`config.mk`:
```
export PLATFORM = sky130hd
export DESIGN_NAME = pipe_hazard_ctrl
export DESIGN_NICKNAME = d
export VERILOG_FILES = /design/src/rtl/pipe_ctrl_pkg.sv /design/src/rtl/haz_detect.sv /design/src/rtl/pipe_hazard_ctrl.sv
export SDC_FILE = /design/constraint.sdc
export NUM_CORES = 1
export LEC_CHECK = 0
export ABC_AREA = 1
export BUFFER_PORTS_ARGS = -buffer_cell sky130_fd_sc_hd__buf_4
export CORE_ASPECT_RATIO = 0.8
export CORE_MARGIN = 5
export CORE_UTILIZATION = 40
export CTS_CLUSTER_SIZE = 28
export DETAILED_ROUTE_END_ITERATION = 8
export PLACE_DENSITY_LB_ADDON = 0.05
export SLEW_MARGIN = 0
export SYNTH_ARGS = -nofsm -noshare
export SYNTH_HDL_FRONTEND = slang
export SYNTH_SLANG_ARGS = --single-unit
```
`constraint.sdc`:
```
create_clock -name clk -period 1.7 [get_ports clk]
set_input_delay 0 -clock clk [delete_from_list [all_inputs] [get_ports clk]]
set_output_delay 0 -clock clk [all_outputs]
set_load 0.02 [all_outputs]
```
`src/rtl/pipe_ctrl_pkg.sv`:
```
// pipe_ctrl_pkg: shared states, defaults and control bundles for the pipeline hazard sequencer
package pipe_ctrl_pkg;
   localparam int REG_ADDR_W_DEF = 5;
   typedef enum logic [1:0] {RUN, LU_STALL, DMEM_WAIT, IMEM_WAIT} hz_state_e;
   typedef struct packed {
      logic pc_write_en;
      logic if_id_stall;
      logic if_id_flush;
      logic id_ex_bubble;
      logic ex_mem_hold;
   } pipe_ctrl_t;
   localparam pipe_ctrl_t CTRL_RUN   = '{1'b1, 1'b0, 1'b0, 1'b0, 1'b0};
   localparam pipe_ctrl_t CTRL_DMEM  = '{1'b0, 1'b1, 1'b0, 1'b0, 1'b1};
   localparam pipe_ctrl_t CTRL_FLUSH = '{1'b1, 1'b0, 1'b1, 1'b1, 1'b0};
   localparam pipe_ctrl_t CTRL_STALL = '{1'b0, 1'b1, 1'b0, 1'b1, 1'b0};
   localparam pipe_ctrl_t CTRL_RESET = '{1'b0, 1'b0, 1'b1, 1'b1, 1'b0};
endpackage

```
`src/rtl/haz_detect.sv`:
```
// haz_detect: load-use compare between the load in EX and the source regs of the ID instruction
module haz_detect
   import pipe_ctrl_pkg::*;
#(
   parameter int REG_ADDR_W = REG_ADDR_W_DEF
) (
   input  logic [REG_ADDR_W-1:0] id_rs1,
   input  logic [REG_ADDR_W-1:0] id_rs2,
   input  logic                  id_use_rs1,
   input  logic                  id_use_rs2,
   input  logic [REG_ADDR_W-1:0] ex_rd,
   input  logic                  ex_mem_read,
   output logic                  lu
);
   assign lu = ex_mem_read & (ex_rd != '0) &
               ((id_use_rs1 & (id_rs1 == ex_rd)) | (id_use_rs2 & (id_rs2 == ex_rd)));
endmodule

```
`src/rtl/pipe_hazard_ctrl.sv`:
```
// pipe_hazard_ctrl: stall/flush sequencer; HAZ_PERF_CNT_EN adds lu/flush/mem performance counters
module pipe_hazard_ctrl
   import pipe_ctrl_pkg::*;
#(
   parameter int REG_ADDR_W = REG_ADDR_W_DEF,
   parameter int WAIT_MAX   = 15
`ifdef HAZ_PERF_CNT_EN
   , parameter int CNT_W    = 32
`endif
) (
   input  logic                  clk,
   input  logic                  reset,
   input  logic [REG_ADDR_W-1:0] id_rs1,
   input  logic [REG_ADDR_W-1:0] id_rs2,
   input  logic                  id_use_rs1,
   input  logic                  id_use_rs2,
   input  logic [REG_ADDR_W-1:0] ex_rd,
   input  logic                  ex_mem_read,
   input  logic                  ex_branch_taken,
   input  logic                  imem_ack,
   input  logic                  mem_dreq,
   input  logic                  dmem_ack,
   output logic                  pc_write_en,
   output logic                  if_id_stall,
   output logic                  if_id_flush,
   output logic                  id_ex_bubble,
   output logic                  ex_mem_hold,
   output logic                  fetch_err
`ifdef HAZ_PERF_CNT_EN
   , output logic [CNT_W-1:0]    perf_lu_cnt
   , output logic [CNT_W-1:0]    perf_flush_cnt
   , output logic [CNT_W-1:0]    perf_mem_cnt
`endif
);
   hz_state_e  state, state_n;
   pipe_ctrl_t ctrl;
   logic [7:0] wcnt, wcnt_n;
   logic       lu, c_dmem, c_br, c_lu, c_im;

   haz_detect #(.REG_ADDR_W(REG_ADDR_W)) u_haz_detect (
      .id_rs1(id_rs1), .id_rs2(id_rs2), .id_use_rs1(id_use_rs1), .id_use_rs2(id_use_rs2),
      .ex_rd(ex_rd), .ex_mem_read(ex_mem_read), .lu(lu)
   );

   // The load has already moved to MEM during LU_STALL, so the same pair must not stall twice.
   always_comb begin
      c_dmem  = mem_dreq & ~dmem_ack;
      c_br    = ~c_dmem & ex_branch_taken;
      c_lu    = ~c_dmem & ~ex_branch_taken & lu & (state != LU_STALL);
      c_im    = ~c_dmem & ~ex_branch_taken & ~c_lu & ~imem_ack;
      ctrl    = reset ? CTRL_RESET : c_dmem ? CTRL_DMEM : c_br ? CTRL_FLUSH :
                (c_lu | c_im) ? CTRL_STALL : CTRL_RUN;
      state_n = c_dmem ? DMEM_WAIT : c_lu ? LU_STALL : c_im ? IMEM_WAIT : RUN;
      wcnt_n  = (c_dmem | c_lu) ? wcnt :
                c_im ? ((wcnt == 8'(WAIT_MAX)) ? wcnt : wcnt + 8'd1) : 8'd0;
   end

   assign pc_write_en  = ctrl.pc_write_en;
   assign if_id_stall  = ctrl.if_id_stall;
   assign if_id_flush  = ctrl.if_id_flush;
   assign id_ex_bubble = ctrl.id_ex_bubble;
   assign ex_mem_hold  = ctrl.ex_mem_hold;

   always_ff @(posedge clk) begin
      if (reset) begin
         state     <= RUN;
         wcnt      <= 8'd0;
         fetch_err <= 1'b0;
      end else begin
         state     <= state_n;
         wcnt      <= wcnt_n;
         fetch_err <= fetch_err | (wcnt_n == 8'(WAIT_MAX));
      end
   end

`ifdef HAZ_PERF_CNT_EN
   always_ff @(posedge clk) begin
      if (reset) begin
         perf_lu_cnt    <= '0;
         perf_flush_cnt <= '0;
         perf_mem_cnt   <= '0;
      end else begin
         perf_lu_cnt    <= perf_lu_cnt + CNT_W'(c_lu);
         perf_flush_cnt <= perf_flush_cnt + CNT_W'(c_br);
         perf_mem_cnt   <= perf_mem_cnt + CNT_W'(c_dmem | c_im);
      end
   end
`endif
endmodule

```
==> results of run 1 <==
## worst max-delay path by stage
stage                               start        end  slack [ps]  depth (start not counted)
final                     ex_branch_taken  fetch_err         170                         13
after global routing              wcnt[1]  fetch_err          -8                         12
after CTS                         wcnt[1]  fetch_err          40                         12
after detailed placement          wcnt[1]  fetch_err          70                         12
after global placement            wcnt[2]  fetch_err         120                         11
after floorplan                   wcnt[0]  fetch_err         180                         11
## metrics by stage
| step | power, mW | TNS [ps] | setup slack (ps) | cell area (um^2) | std cells |
|---|---|---|---|---|---|
| detailed placement | 0.425 | 0 | 72.7 | 1190 | 214 |
| floorplan | 0.347 | 0 | 178 | 931 | 159 |
| finish | 0.613 | 0 | 172 | 1290 | 222 |
| CTS | 0.618 | 0 | 42.5 | 1240 | 220 |
| global route | 0.645 | -7.63 | -7.63 | 1290 | 222 |
| global placement | 0.424 | 0 | 121 | 1190 | 214 |
## sequential cells by signal (all words and copies together) (netlist names)
| signal | cells |
|---|---|
| fetch_err | 1 |
| state | 2 |
| wcnt | 8 |
## worst max-delay path, stage by stage
cell	delay [ps]
dlygate4sd3_1	530
buf_4	150
nor2_2	90
o211ai_1	90
nor2_2	180
nand2_4	130
buf_4	160
nand3_1	80
nand2_1	60
nand2_1	80
nor2_1	50
nand2_1	60
a21oi_2	50
## area by class of cell
| cell class | count | area [um^2] | area share |
|---|---|---|---|
| multi-input cells | 119 | 629 | 0.488 |
| repair buffers | 35 | 268 | 0.208 |
| flip-flops and latches | 11 | 229 | 0.178 |
| inverters | 28 | 105 | 0.0816 |
| well taps | 25 | 31.3 | 0.0243 |
| clock buffers | 4 | 26.3 | 0.0204 |
## per-layer routing
metal | wire, um | GRT usage | up-vias
met3 | 178 | 0.0467 | 4
met5 | 0 | 0 | -
met2 | 930 | 0.219 | 33
li1 | - | - | 566
met4 | 21 | 0.0554 | 0
met1 | 1180 | 0.203 | 425
## power groups by stage
stage	registers (mW)	clock network [mW]	logic, mW
5_1_grt	0.262	0.203	0.181
6_report	0.261	0.190	0.162
4_1_cts	0.262	0.195	0.161
2_1_floorplan	0.269	0	0.0784
3_3_place_gp	0.269	0	0.155
3_5_place_dp	0.269	0	0.156
## cells in the mapped netlist (2+ instances only)
master | count | area, um^2
nand2_2 | 5 | 31.3
nor3_1 | 3 | 15.0
xor2_1 | 2 | 17.5
xnor2_1 | 4 | 35.0
nand3_1 | 15 | 75.1
inv_1 | 23 | 86.3
inv_2 | 5 | 18.8
a21oi_1 | 6 | 30.0
nand2_1 | 52 | 195
dfxtp_1 | 11 | 220
nor2_1 | 19 | 71.3
nor2_2 | 2 | 12.5
## timing repair
item | CTS | global route
resized for setup | 0 | 13
endpoints found under the hold margin | 6 | 0
buffers inserted | 0 | 2
endpoints found under the setup margin | 0 | 1
hold buffers | 2 | 0
## kinds of logic (layout without fill, tap and decap cells)
| kind of cell | after synthesis | after routing | synth area share |
|---|---|---|---|
| AND/OR/NAND/NOR | 102 | 102 | 0.512 |
| adder cells (fa/ha/maj) | 1 | 1 | 0.0134 |
| XOR/XNOR | 6 | 6 | 0.0565 |
| AO/OA/AOI/OAI | 10 | 10 | 0.0645 |
| buffers and inverters | 29 | 67 | 0.117 |
| flip-flops | 11 | 11 | 0.237 |
==> out/metrics.cfg, run 1 <==
[power_and_ir_drop]
power.leakage_nw=0.677
swShare=0.302
pwr-share-clk=0.310
p_comb_frac=0.265
p_int_mw=0.428
p_per_area_nw_per_um2=476
switchingPower_mw=0.185
ir_drop_mv=0.331
seq_power_share=0.426

[finish]
fin_util=0.587
nNetsFinal=223
areaGrowthSynthToFinish_pct=38.4
num_antenna_cells=0
fillers=221
final_common_cell=nand2_1
layout-drive-gt1-share=0.330
final_cell_mix=nand2_1 (51), buf_4 (33), inv_1 (22)

[synth]
ys.flop_type=dfxtp_1
synthesis.area_um2=931
yosys_register_bits=11
syn_inst=159
avgSynthCellArea_um2=5.85
ys_types=24
synth_edf_count=0
ys_seq_area_frac=0.237
ys_async_sr_fraction=0
synth_nets=184
yosys_warnings=0

[min_path]
hp-start=dmem_ack
min_path_cells=4
min_path_type=input pin to flip-flop
whs_endpoint=state[1]

[sta]
setup_viol_count_final=0
slew_viol_final=0
post-route-min-period_ps=1530
fmax_mhz=654
clock_skew_ps=9.63
worstMarginPinSlew_ps=254
relSlewSlack=0.830
finalHoldViolCount=0
min_period_over_period=0.899
hold_ws_ps=205

[grt]
grt.overflow.total=0
grt_pass1_wl_mm=3.89
grt_max_degree=16
grt_pass1_vias=903
grtUsageTotal=0.149
antenna_found_initial=0

[clock_tree]
clk-insertion-delay-late_ps=280
cts_max_level=1
clkSinkCount=11
cts_buffer_depth=2
cts-buffers-inserted=3
cts_tree=yes
cts.clk_slew.worst_paths_ps=80
cts-root-buf=clkbuf_4

[routing]
drt-initial-drc-count=37
vias_per_cell=4.63
wirelength_mm=2.31
drcViolationCount=0
dr.pass1.iters=4
antenna_left=0
routedWlPerCell_um=10.4
vias=1028

[flow_run]
drv_cap=0

[critical_path]
cp-end-kind=flip-flop
rr_worst_depth=10
critPathArrivalTime_ps=1710
startpoint_type=input pin
crit_required_ps=1880
path_class=input pin to flip-flop
cp_max_fo=8
r2r_end=fetch_err
r2r_start=wcnt[0]
reg2reg_slack_ps=180

[die]
rows=15
start_util=0.424
dieArea_um2=3400
fp.coreArea_um2=2200
io_pins=30
fp.dieW_um=63.9
die_h_um=53.2

[placement]
gp_congestion=0.790
place_hpwl_mm=1.78
port_buffers=29

[run_status]
status=finished, final reports clean

(Power assumes the default switching activity.)
==> run 2, diff against run 1 <==
CORE_MARGIN = 8   (was 5)
clock period = 1.6 ns   (was 1.7 ns; I/O delays follow)
==> run 2 against run 1 <==
  * Clock-buffer cell count is the same
  * Clock skew shrank 8.1 ps
  * Clock power grew 8%
  * Combinational power grew 9.9%
  * Register-to-register slack lost 150 ps
  * Critical path depth shrank 3
  * Via count grew 4.1%
  * Wire length grew 11%
  * Core utilization grew 3.0 points
  * Cell area grew 4.2%
  * Critical path type is now flip-flop to flip-flop
==> out/metrics.cfg, run 2 (synthesis gave the netlist of run 1 again) <==
[routing]
antenna_left=0
vias_per_cell=4.71
drcViolationCount=0
drt-initial-drc-count=70
wirelength_mm=2.56
routedWlPerCell_um=11.3
dr.pass1.iters=4
vias=1070

[grt]
grt_max_degree=16
busiest_layer=met2
grt.overflow.total=0
grt_pass1_wl_mm=4.28
grtUsageMet1=0.151
grtUsageTotal=0.126
grt_use_met2=0.207
antenna_found_initial=0
met3_usage=0.0536
grt_pass1_vias=1022

[sta]
slew_viol_final=0
post-route-min-period_ps=1570
fmax_mhz=637
worstMarginPinSlew_ps=345
clock_skew_ps=1.50
min_period_over_period=0.981
relSlewSlack=0.770
rsz0062_at_grt=yes
setup_viol_count_final=0
finalHoldViolCount=0

[power_and_ir_drop]
ir_drop_mv=0.398
p_per_area_nw_per_um2=493
power.leakage_nw=0.710

[critical_path]
startpoint_type=flip-flop
cp_cell_sequence=ha_4, nand3_4, inv_4, nand4_4, xnor2_1, o21ai_2, nand2_1, nor2_1, nand2_1, a21oi_2
crit_required_ps=1820
cp_max_fo=6
cpMostUsedCell=nand2_1
critPathArrivalTime_ps=1790
critPathSlowestCell=dfxtp_4
critical-path-max-stage-delay_ps=370
crit_family=simple AND/OR/NAND/NOR gates
cp.depth=10
critical_path_buf_inv_count=1
cp-end-kind=flip-flop
path_class=flip-flop to flip-flop
rr_worst_depth=10

[clock_tree]
cts-root-buf=clkbuf_4
cts.clk_slew.worst_paths_ps=80
cts_max_level=1
cts-buffers-inserted=3
clk-insertion-delay-late_ps=280
clkSinkCount=11
cts_tree=yes
cts_buffer_depth=2

[finish]
fin_util=0.617
fin_area_um2=1340
nNetsFinal=228
final_common_cell=nand2_1
final_cell_mix=nand2_1 (52), buf_4 (36), inv_1 (23)
largestRegisters=wcnt: 8 flops, state: 2 flops, fetch_err: 1 flops
layout-drive-gt1-share=0.347
areaGrowthSynthToFinish_pct=44.2
regMostFlops=wcnt
num_antenna_cells=0
largest_reg_flops=8

[placement]
placed_area_um2=1210
place_hpwl_mm=1.92
port_buffers=29
gp_congestion=0.780

[flow_run]
drv_cap=0

[min_path]
min_path_type=input pin to flip-flop
min_path_cells=2

[die]
rows=15
fp.dieW_um=69.9
io_pins=30
dieArea_um2=4140
die_h_um=59.2
fp.coreArea_um2=2180
start_util=0.428

[run_status]
status=finished, final reports clean

## run 2: changes by cell type in the layout (fill, tap and decap cells not counted), sizes merged
cell / before / now
buf: 33 / 36
nand2: 59 / 61
dlygate4sd3: 2 / 1
dlymetal6s4s: 0 / 1
## run 2: through the flow
step | setup TNS [ps] | hold slack, ps | instances | setup WS (ps) | power [mW]
floorplan | 0 | 62.4 | 159 | 78.2 | 0.369
global placement | -13.7 | 204 | 217 | -13.7 | 0.450
detailed placement | -52.3 | 212 | 217 | -52.3 | 0.453
CTS | 0 | 202 | 223 | 12.2 | 0.661
global route | -102 | 138 | 227 | -102 | 0.694
finish | 0 | 123 | 227 | 30.7 | 0.662
## run 2: path summary, 6_finish.rpt
check / from / end / slack [ps]
max: wcnt[0] / fetch_err / 30
min: ex_branch_taken / state[0] / 120
max reg2reg: wcnt[0] / fetch_err / 30
min reg2reg: fetch_err / fetch_err / 470
## run 2: metal layers
metal	share of wire	vias up	wire length (um)
li1	-	577	-
met1	0.48	458	1240
met2	0.44	33	1130
met3	0.074	2	190
met4	0.0031	0	8
met5	0	-	0
## run 2: repair_timing
item | CTS | global route
gates cloned | 0 | 2
endpoints found under the hold margin | 4 | 0
hold buffers | 2 | 0
buffers inserted | 0 | 3
setup endpoints to repair | 1 | 3
pin swaps | 1 | 9
gates resized for setup | 5 | 10
## run 2: area by class of cell
type / instances / area [um^2]
fill: 216 / 835
multi-input combinational: 121 / 657
timing repair buffer: 38 / 293
sequential: 11 / 228
inverter: 28 / 108
tap: 25 / 31.3
clock buffer: 4 / 26.3
## run 2: power breakdown
group          switching, mW  leakage, nW  internal (mW)
Sequential           0.00235       0.0913          0.276
Combinational         0.0939        0.604         0.0846
Clock                  0.108       0.0150         0.0967
Total                  0.204        0.710          0.458
